## src/rtl/mem_port_arbiter.sv

```systemverilog
`default_nettype none
// ============================================================================
//  Module   : mem_port_arbiter
//  Brief    : Two-port round-robin arbiter for the single data-memory port.
//             Port 0 = core load/store, port 1 = loader/debug DMA. Bounded
//             hold (MAX_HOLD) keeps a streaming port from starving the other.
//             Zero-cycle issue latency, one-cycle read data return.
//  Options  : MEM_ARB_LOCK_EN - adds r0_lock_i/r1_lock_i so the current owner
//             can keep the port for an atomic read-modify-write sequence.
//  Revision : 1.0 - initial release
// ============================================================================
module mem_port_arbiter #(
    parameter int AW       = 32,
    parameter int DW       = 32,
    parameter int MAX_HOLD = 8
) (
    input  logic          clk_i,
    input  logic          reset_i,
    // port 0 : core load/store
    input  logic          r0_req_i,
    input  logic          r0_we_i,
    input  logic [AW-1:0] r0_addr_i,
    input  logic [DW-1:0] r0_wdata_i,
`ifdef MEM_ARB_LOCK_EN
    input  logic          r0_lock_i,
`endif
    output logic          r0_gnt_o,
    output logic          r0_rvalid_o,
    output logic [DW-1:0] r0_rdata_o,
    // port 1 : loader / debug DMA
    input  logic          r1_req_i,
    input  logic          r1_we_i,
    input  logic [AW-1:0] r1_addr_i,
    input  logic [DW-1:0] r1_wdata_i,
`ifdef MEM_ARB_LOCK_EN
    input  logic          r1_lock_i,
`endif
    output logic          r1_gnt_o,
    output logic          r1_rvalid_o,
    output logic [DW-1:0] r1_rdata_o,
    // memory side
    output logic [AW-1:0] mem_addr_o,
    output logic [DW-1:0] mem_wdata_o,
    output logic          mem_rd_en_o,
    output logic          mem_wr_en_o,
    input  logic [DW-1:0] mem_rdata_i
);

    localparam int            HW       = $clog2(MAX_HOLD + 1);
    localparam logic [HW-1:0] HOLD_MAX = HW'(MAX_HOLD);

    typedef enum logic [1:0] {
        OWN_NONE = 2'd0,
        OWN_P0   = 2'd1,
        OWN_P1   = 2'd2
    } owner_e;

    owner_e        owner_q, owner_d;
    logic          rr_q, rr_d;          // 0 = favour P0, 1 = favour P1
    logic [HW-1:0] hold_q, hold_d;
    logic          rd_pend_q, rd_pend_d;
    logic          rd_port_q, rd_port_d;

    logic w_gnt0;
    logic w_gnt1;
    logic w_any;
    logic w_we;
    logic w_lock0;
    logic w_lock1;
    logic w_locked_win;
    logic w_other_req;
    owner_e w_new_owner;

`ifdef MEM_ARB_LOCK_EN
    assign w_lock0 = r0_lock_i;
    assign w_lock1 = r1_lock_i;
`else
    assign w_lock0 = 1'b0;
    assign w_lock1 = 1'b0;
`endif

    // Grant selection: lone requester wins; on contention the owner keeps the
    // port until its hold budget is spent (or while locked), else rr_ptr decides.
    always_comb begin
        w_gnt0 = 1'b0;
        w_gnt1 = 1'b0;
        if (r0_req_i && r1_req_i) begin
            case (owner_q)
                OWN_P0: begin
                    if (w_lock0 || (hold_q < HOLD_MAX)) w_gnt0 = 1'b1;
                    else                                w_gnt1 = 1'b1;
                end
                OWN_P1: begin
                    if (w_lock1 || (hold_q < HOLD_MAX)) w_gnt1 = 1'b1;
                    else                                w_gnt0 = 1'b1;
                end
                default: begin
                    if (rr_q) w_gnt1 = 1'b1;
                    else      w_gnt0 = 1'b1;
                end
            endcase
        end else begin
            w_gnt0 = r0_req_i;
            w_gnt1 = r1_req_i;
        end
        // grants are combinational, so force them low while reset is held
        if (reset_i) begin
            w_gnt0 = 1'b0;
            w_gnt1 = 1'b0;
        end
    end

    assign w_any = w_gnt0 | w_gnt1;
    assign w_we  = (w_gnt0 & r0_we_i) | (w_gnt1 & r1_we_i);

    assign r0_gnt_o    = w_gnt0;
    assign r1_gnt_o    = w_gnt1;
    assign mem_addr_o  = w_gnt0 ? r0_addr_i  : (w_gnt1 ? r1_addr_i  : '0);
    assign mem_wdata_o = w_gnt0 ? r0_wdata_i : (w_gnt1 ? r1_wdata_i : '0);
    assign mem_rd_en_o = w_any & ~w_we;
    assign mem_wr_en_o = w_any &  w_we;

    // Read return is steered to the port that issued the read last cycle.
    assign r0_rvalid_o = rd_pend_q & ~rd_port_q;
    assign r1_rvalid_o = rd_pend_q &  rd_port_q;
    assign r0_rdata_o  = r0_rvalid_o ? mem_rdata_i : '0;
    assign r1_rdata_o  = r1_rvalid_o ? mem_rdata_i : '0;

    assign w_new_owner  = w_gnt1 ? OWN_P1 : OWN_P0;
    assign w_other_req  = w_gnt1 ? r0_req_i : r1_req_i;
    assign w_locked_win = ((owner_q == OWN_P0) && w_gnt0 && w_lock0) ||
                          ((owner_q == OWN_P1) && w_gnt1 && w_lock1);

    // Next-state: ownership, hold budget, round-robin pointer, read tracking.
    always_comb begin
        owner_d   = owner_q;
        rr_d      = rr_q;
        hold_d    = hold_q;
        rd_pend_d = w_any & ~w_we;
        rd_port_d = w_any ? w_gnt1 : rd_port_q;
        if (w_any) begin
            owner_d = w_new_owner;
            if (w_new_owner == owner_q) begin
                if (w_locked_win) begin
                    hold_d = hold_q;
                end else if (w_other_req) begin
                    hold_d = (hold_q >= HOLD_MAX) ? HOLD_MAX : hold_q + HW'(1);
                end else begin
                    hold_d = '0;
                end
            end else begin
                hold_d = HW'(1);
                rr_d   = w_gnt0;    // loser is favoured next time
            end
        end else if (!r0_req_i && !r1_req_i) begin
            owner_d = OWN_NONE;
            hold_d  = '0;
        end
    end

    // State registers; a read in flight at reset is discarded.
    always_ff @(posedge clk_i or posedge reset_i) begin
        if (reset_i) begin
            owner_q   <= OWN_NONE;
            rr_q      <= 1'b0;
            hold_q    <= '0;
            rd_pend_q <= 1'b0;
            rd_port_q <= 1'b0;
        end else begin
            owner_q   <= owner_d;
            rr_q      <= rr_d;
            hold_q    <= hold_d;
            rd_pend_q <= rd_pend_d;
            rd_port_q <= rd_port_d;
        end
    end

    // A requester must hold its request until it is granted.
    a_r0_req_held: assert property (@(posedge clk_i) disable iff (reset_i)
        (r0_req_i && !r0_gnt_o) |=> r0_req_i);
    a_r1_req_held: assert property (@(posedge clk_i) disable iff (reset_i)
        (r1_req_i && !r1_gnt_o) |=> r1_req_i);

endmodule
`default_nettype wire

```

## config.mk

```make
export PLATFORM = sky130hd
export DESIGN_NAME = mem_port_arbiter
export DESIGN_NICKNAME = d
export VERILOG_FILES = /design/src/rtl/mem_port_arbiter.sv
export SDC_FILE = /design/constraint.sdc
export NUM_CORES = 1
export LEC_CHECK = 0
export CELL_PAD_IN_SITES_DETAIL_PLACEMENT = 2
export CELL_PAD_IN_SITES_GLOBAL_PLACEMENT = 2
export CORE_ASPECT_RATIO = 2
export CORE_MARGIN = 5
export CORE_UTILIZATION = 10
export CTS_BUF_LIST = sky130_fd_sc_hd__clkbuf_8
export DETAILED_ROUTE_END_ITERATION = 10
export GPL_TIMING_DRIVEN = 0
export PLACE_DENSITY_LB_ADDON = 0.1
export SLEW_MARGIN = 20
export SYNTH_ARGS = -nofsm -noshare
export SYNTH_HDL_FRONTEND = slang
export SYNTH_SLANG_ARGS = --single-unit
```

## constraint.sdc

```tcl
create_clock -name clk_i -period 4.9 [get_ports clk_i]
set_input_delay 0.98 -clock clk_i [delete_from_list [all_inputs] [get_ports clk_i]]
set_output_delay 0.98 -clock clk_i [all_outputs]
set_load 0.01 [all_outputs]
```

==> impl_metrics.py, run 1 <==
metrics = {
    "pwr": {
        "powerDensity_mw_per_mm2": 262,
        "p_leak_nw": 2.01,
        "finalPower_mw": 1.32,
        "peakVddDrop_mv": 0.0646,
    },
    "clock_network": {
        "cts_buffer_depth": 2,
        "cts_made_buffers": 3,
        "clock_tree.root_cell": "clkbuf_8",
        "hold_buffers": 0,
        "post_cts_buffers": 0,
        "cts.sinks": 9,
        "clkSlewWorstSetupHoldPaths_ns": 0.05,
        "cts_tree": "yes",
        "h-tree-depth": 1,
        "worstSkewPairLatency_ns": 0.24,
        "post_cts_resized": 0,
    },
    "synthesis": {
        "synth_flop_cell": "dfrtp_1",
        "ys_seq_area_share_pct": 12.9,
        "synthCells": 219,
        "async_reset_ff_share_pct": 100,
        "avgSynthCellArea_um2": 7.95,
        "syn_nets": 389,
        "synth_top_area_cell": "a22o_1",
        "synth_seq_cells": 9,
        "netlist_area_mm2": 0.00174,
        "synth_edf_count": 0,
        "yosys-top-cells-area": "a22o_1 (34%), dfrtp_1 (13%), and2_1 (12%)",
        "ys.warnings.count": 0,
        "synth_cell_types": 34,
        "netlist.area_leader.share_pct": 33.7,
    },
    "critical_path": {
        "r2r_cells": 8,
        "crit_fanout": 10,
        "reg2reg_from": "owner_q[0]",
        "endpoint_kind": "primary output",
        "start_kind": "primary input",
        "required_ns": 3.92,
        "arrival_ns": 3.47,
        "rrSetupSlack_ns": 2.68,
        "crit_type": "in -> out",
        "crit-reg2reg-capture": "hold_q[2]",
    },
    "finish": {
        "drive_gt1_share_pct": 4.02,
        "final_util_pct": 29.4,
        "nets": 693,
        "fin_cells": 733,
        "area_growth_pct": 190,
        "nFillCells": 1960,
    },
    "sta": {
        "holdWs_ns": 0.563,
        "relSlewSlack_pct": 69.1,
        "finalSetupViolCount": 0,
        "clock.fmax_ghz": 0.225,
        "rsz0062_at_grt": "no",
        "setup_tns_ns": 0,
        "slew_viol_final": 0,
        "clock_skew_ns": 0.00751,
        "min_period_ns": 4.45,
        "hold_viol": 0,
        "max_slew.worst_pin.slew_ns": 0.464,
        "period_share_pct": 90.8,
    },
    "grt": {
        "grt_max_degree": 11,
        "grt_first_pass_wirelength_um": 21700,
        "grt_overflow_total": 0,
        "grt_pass1_vias": 3700,
        "antenna_found_initial": 1,
        "grt_usage_pct": 14.0,
    },
    "min_path": {
        "hp-class": "reg -> reg",
        "min-delay-start": "owner_q[0]",
        "hold_depth": 1,
        "holdPathEnd": "rr_q",
    },
    "placed_design": {
        "io_buffers": 299,
        "placed_cells_incl_taps": 728,
        "hpwl_um": 13700,
        "gp_congestion": 0.782,
    },
    "route": {
        "totalWireLength_um": 15000,
        "wl_met2_um": 8810,
        "vias_per_cell": 4.20,
        "highest_layer": "met4",
        "wl_per_cell_um": 20.4,
        "met3_length_um": 1530,
        "wl_met1_um": 4450,
        "ant_nets": 0,
        "dr.pass1.iters": 4,
        "vias": 3081,
        "drtIter0Drc": 48,
        "drc": 0,
    },
    "flow_run": {
        "maxCapViolCount": 0,
    },
    "die": {
        "pin_count": 300,
        "start_util_pct": 10.1,
        "die_area_mm2": 0.0203,
        "core_area_mm2": 0.0172,
        "fp-row-count": 68,
        "chipHeight_um": 197,
        "die_w_um": 103,
    },
    "status": {
        "run_status": "complete, no violations",
    },
}
report_power, final:
| group | switching [mW] | total [mW] | leakage, nW | internal [mW] |
|---|---|---|---|---|
| sequential | 0.0346 | 0.130 | 0.116 | 0.0955 |
| combinational | 0.485 | 1.10 | 1.87 | 0.617 |
| clock | 0.0345 | 0.0904 | 0.0255 | 0.0558 |
| total | 0.555 | 1.32 | 2.01 | 0.768 |
worst max-delay path by stage:
| stage | start | to | slack [ns] | cells after the start |
|---|---|---|---|---|
| 6_report | reset_i | mem_wdata_o[8] | 0.45 | 7 |
| 5_1_grt | reset_i | mem_wdata_o[6] | 0.20 | 7 |
| 4_1_cts | reset_i | mem_wdata_o[8] | 0.34 | 7 |
| 3_5_place_dp | reset_i | mem_wdata_o[8] | 0.33 | 7 |
| 3_3_place_gp | reset_i | mem_wdata_o[8] | 0.39 | 7 |
| 2_1_floorplan | reset_i | mem_wdata_o[22] | 1.77 | 5 |
state kept, by name, indices dropped and copies added (netlist names):
name       cells
hold_q         4
owner_q        2
rd_pend_q      1
rd_port_q      1
rr_q           1
cell families after synthesis:
| logic type | count (synthesis) | share of synthesized area (%) |
|---|---|---|
| flip-flops | 9 | 12.9 |
| adder cells (fa/ha/maj) | 4 | 2.87 |
| buffers and inverters | 31 | 9.91 |
| AND/OR/NAND/NOR | 87 | 30.5 |
| AO/OA/AOI/OAI | 86 | 42.6 |
| multiplexers | 2 | 1.22 |
critical path, stage by stage:
cell	delay, ns
clkdlybuf4s50_1	0.47
inv_1	0.38
o2111a_1	0.27
buf_6	0.15
clkbuf_1	0.37
a22o_1	0.28
clkdlybuf4s50_1	0.56
placed cells by master, fill, tap and decap left out, types with 5 or more instances in the layout:
master           count
clkdlybuf4s50_1    299
a22o_1              67
and2_1              33
and3_1              32
clkbuf_1            14
dfrtp_1              9
buf_6                7
inv_1                6
nor2_1               5
metal layers:
metal	vias to the layer above	global-route usage [%]
li1	1442	-
met1	1423	12.0
met2	208	29.5
met3	8	4.39
met4	0	2.59
met5	-	0
metrics by stage:
stage / area (µm²) / setup slack (ns)
6_report: 5050 / 0.450
5_1_grt: 5050 / 0.199
4_1_cts: 5040 / 0.338
3_5_place_dp: 5000 / 0.333
3_3_place_gp: 5000 / 0.387
2_1_floorplan: 1740 / 1.77
Yosys cell counts (2+ instances only):
library cell and n:
nand3_1 2, a21o_1 2, and3_1 32, nand2b_1 3
a22o_1 67, buf_2 3, nor4b_1 2, nor2b_1 2
a21oi_1 4, dfrtp_1 9, inv_1 6, o21ai_0 4
clkbuf_1 14, nand2_1 4, nor2_1 5, ha_1 4
buf_6 7, and2_1 33
cell type report:
type                    count  area, µm²  area share (%)
clock inverters             1       5.00          0.0992
flip-flops and latches      9        225            4.46
well taps                 210        263            5.21
clock buffers               3       41.3           0.818
multi-input cells         179       1340            26.6
inverters                   7       26.3           0.521
plain buffers              24        146            2.90
repair buffers            299       2990            59.3
diodes                      1       2.50          0.0496
No activity file was read; power rests on OpenSTA's default activity.
==> run 2: changes to the inputs <==
Settings changed: PLACE_DENSITY set to 0.95, PLACE_DENSITY_LB_ADDON 0.1 to unset.
==> run 2 against run 1 <==
Count of clock-buffer cells in the layout did not move. Non-clock buffer count stayed put. Clock power grew 2%. Critical path type unchanged. Worst setup slack got worse by 0.076 ns.
==> impl_metrics.py, run 2 (synthesis gave the netlist of run 1 again) <==
metrics = {
    "status": {
        "run_status": "complete, no violations",
    },
    "sta": {
        "holdWs_ns": 0.553,
        "hold_viol": 0,
        "min_period_ns": 4.53,
        "rsz0062_at_grt": "no",
        "slew_viol_final": 0,
        "clock_skew_ns": 0.00263,
        "max_slew.worst_pin.slew_ns": 0.524,
        "relSlewSlack_pct": 65.0,
        "clock.fmax_ghz": 0.221,
        "period_share_pct": 92.4,
        "finalSetupViolCount": 0,
        "setup_tns_ns": 0,
    },
    "route": {
        "vias_per_cell": 4.34,
        "vias": 3183,
        "wl_per_cell_um": 21.1,
        "dr.pass1.iters": 4,
        "ant_nets": 0,
        "drc": 0,
        "drtIter0Drc": 57,
        "totalWireLength_um": 15500,
    },
    "min_path": {
        "min-delay-start": "hold_q[2]",
        "hold_depth": 1,
        "holdPathEnd": "hold_q[2]",
        "hp-class": "reg -> reg",
    },
    "grt": {
        "antenna_found_initial": 6,
        "grt_usage_pct": 14.7,
        "grt_max_degree": 11,
        "gr-usage-met3_pct": 6.70,
        "grt-busiest-layer": "met2",
        "grt_pass1_vias": 3743,
        "use_met2_pct": 28.5,
        "grt_overflow_total": 0,
        "grt_first_pass_wirelength_um": 22300,
        "use_met1_pct": 12.7,
    },
    "critical_path": {
        "critical_path_buf_inv_count": 5,
        "required_ns": 3.92,
        "cp_top_family": "buffers and inverters",
        "cp_cell_sequence": "clkdlybuf4s50_1 > inv_1 > o2111a_1 > buf_6 > clkbuf_1 > a22o_1 > clkdlybuf4s50_1",
        "endpoint_kind": "primary output",
        "reg2reg_from": "owner_q[0]",
        "crit-reg2reg-capture": "hold_q[2]",
        "cpPeakStageDelay_ns": 0.56,
        "crit_type": "in -> out",
        "r2r_cells": 7,
        "cp_common_cell": "clkdlybuf4s50_1",
        "crit_fanout": 10,
        "arrival_ns": 3.55,
        "slowest_stage": "clkdlybuf4s50_1",
        "start_kind": "primary input",
        "rrSetupSlack_ns": 2.58,
    },
    "clock_network": {
        "h-tree-depth": 1,
        "post_cts_buffers": 0,
        "cts_made_buffers": 3,
        "cts_buffer_depth": 2,
        "cts.sinks": 9,
        "post_cts_resized": 0,
        "clkSlewWorstSetupHoldPaths_ns": 0.05,
        "clock_tree.root_cell": "clkbuf_8",
        "cts_tree": "yes",
        "worstSkewPairLatency_ns": 0.24,
        "hold_buffers": 0,
    },
    "finish": {
        "final_util_pct": 29.4,
        "largest_reg_flops": 4,
        "nets": 693,
        "drive_gt1_share_pct": 3.83,
        "area_growth_pct": 190,
        "nFillCells": 1945,
        "fin_cells": 734,
        "final_common_cell": "clkdlybuf4s50_1",
        "top_register": "hold_q",
        "layout_common_cells": "clkdlybuf4s50_1 (299), a22o_1 (67), and2_1 (33)",
        "reg_top3": "hold_q: 4 flops, owner_q: 2 flops",
    },
    "pwr": {
        "p_switching_mw": 0.569,
        "power_frac_comb_pct": 83.1,
        "p_leak_nw": 2.01,
        "power_frac_clock_pct": 6.9,
        "powerDensity_mw_per_mm2": 265,
        "peakVddDrop_mv": 0.109,
        "seq_power_share_pct": 10.0,
        "p_int_mw": 0.767,
        "swShare_pct": 42.6,
    },
    "die": {
        "chipHeight_um": 197,
        "die_w_um": 103,
        "pin_count": 300,
        "die_area_mm2": 0.0203,
        "core_area_mm2": 0.0172,
        "fp-row-count": 68,
        "start_util_pct": 10.1,
    },
    "placed_design": {
        "gp_congestion": 0.785,
        "placed_cells_incl_taps": 728,
        "hpwl_um": 14000,
        "io_buffers": 299,
    },
    "flow_run": {
        "maxCapViolCount": 0,
    },
}
==> run 2: changes by cell type in the layout (fill, tap and decap cells not counted), sizes merged <==
| cell | before | now |
|---|---|---|
| clkinv | 1 | 0 |
| diode | 1 | 2 |
| inv | 7 | 8 |
==> run 2: stage by stage <==
| step | power [mW] | area [µm²] | worst slack [ns] |
|---|---|---|---|
| 6_report | 1.34 | 5050 | 0.374 |
| 5_1_grt | 1.44 | 5040 | 0.142 |
| 4_1_cts | 1.36 | 5040 | 0.285 |
| 3_5_place_dp | 1.26 | 5000 | 0.290 |
| 3_3_place_gp | 1.23 | 5000 | 0.369 |
| 2_1_floorplan | 0.590 | 1740 | 1.77 |
==> run 2: power groups by stage <==
stage | sequential [mW] | combinational, mW | clock [mW]
after detailed placement | 0.135 | 1.13 | 0
after floorplan | 0.118 | 0.472 | 0
final | 0.133 | 1.11 | 0.0921
after global routing | 0.141 | 1.20 | 0.0953
after global placement | 0.132 | 1.10 | 0
after CTS | 0.134 | 1.13 | 0.0909
==> run 2: layout make-up <==
cell class	count	area (µm²)	area share, %
Timing Repair Buffer	299	2990	59.3
Multi-Input combinational cell	179	1340	26.6
Tap cell	210	263	5.21
Sequential cell	9	225	4.46
Buffer	24	146	2.90
Clock buffer	3	41.3	0.818
Inverter	7	26.3	0.521
Antenna cell	2	5.00	0.0992
Clock inverter	1	3.75	0.0744
==> run 2: metal layers <==
layer,routed length [µm],up-vias
met3,1970,33
met4,421,8
met5,48,-
met1,4710,1457
met2,8360,238
li1,-,1447
==> run 2: worst max-delay path by stage <==
stage / start / cells past startpoint / slack (ns) / end
2_1_floorplan: reset_i / 5 / 1.77 / mem_wdata_o[22]
3_3_place_gp: reset_i / 7 / 0.37 / mem_wdata_o[0]
3_5_place_dp: reset_i / 7 / 0.29 / mem_wdata_o[0]
4_1_cts: reset_i / 7 / 0.29 / mem_wdata_o[0]
5_1_grt: reset_i / 7 / 0.14 / mem_wdata_o[0]
6_report: reset_i / 7 / 0.37 / mem_wdata_o[0]
==> run 2: worst register-to-register path, delay by kind of cell, from the launching register on <==
kind            cells  cell delay (ns)
buf+inv             1             0.14
simple gates        2             0.59
fa+ha+maj           1             0.36
flops               1             0.43
compound gates      3             0.73
==> run 3: changes to the inputs <==
Clock period 4.9 ns to 5.65 ns, I/O delays scaled along.
==> results of run 3 <==
The final DEF is identical to that of run 2. Status: complete, no violations.
Main changes from that run: setup slack after placement 0.290 ns -> 0.740 ns; setup slack after layout 0.374 ns -> 0.824 ns; register-to-register setup slack 2.58 ns -> 3.33 ns; total power 1.34 mW -> 1.16 mW; worst IR drop on VDD 0.109 mV -> 0.0942 mV
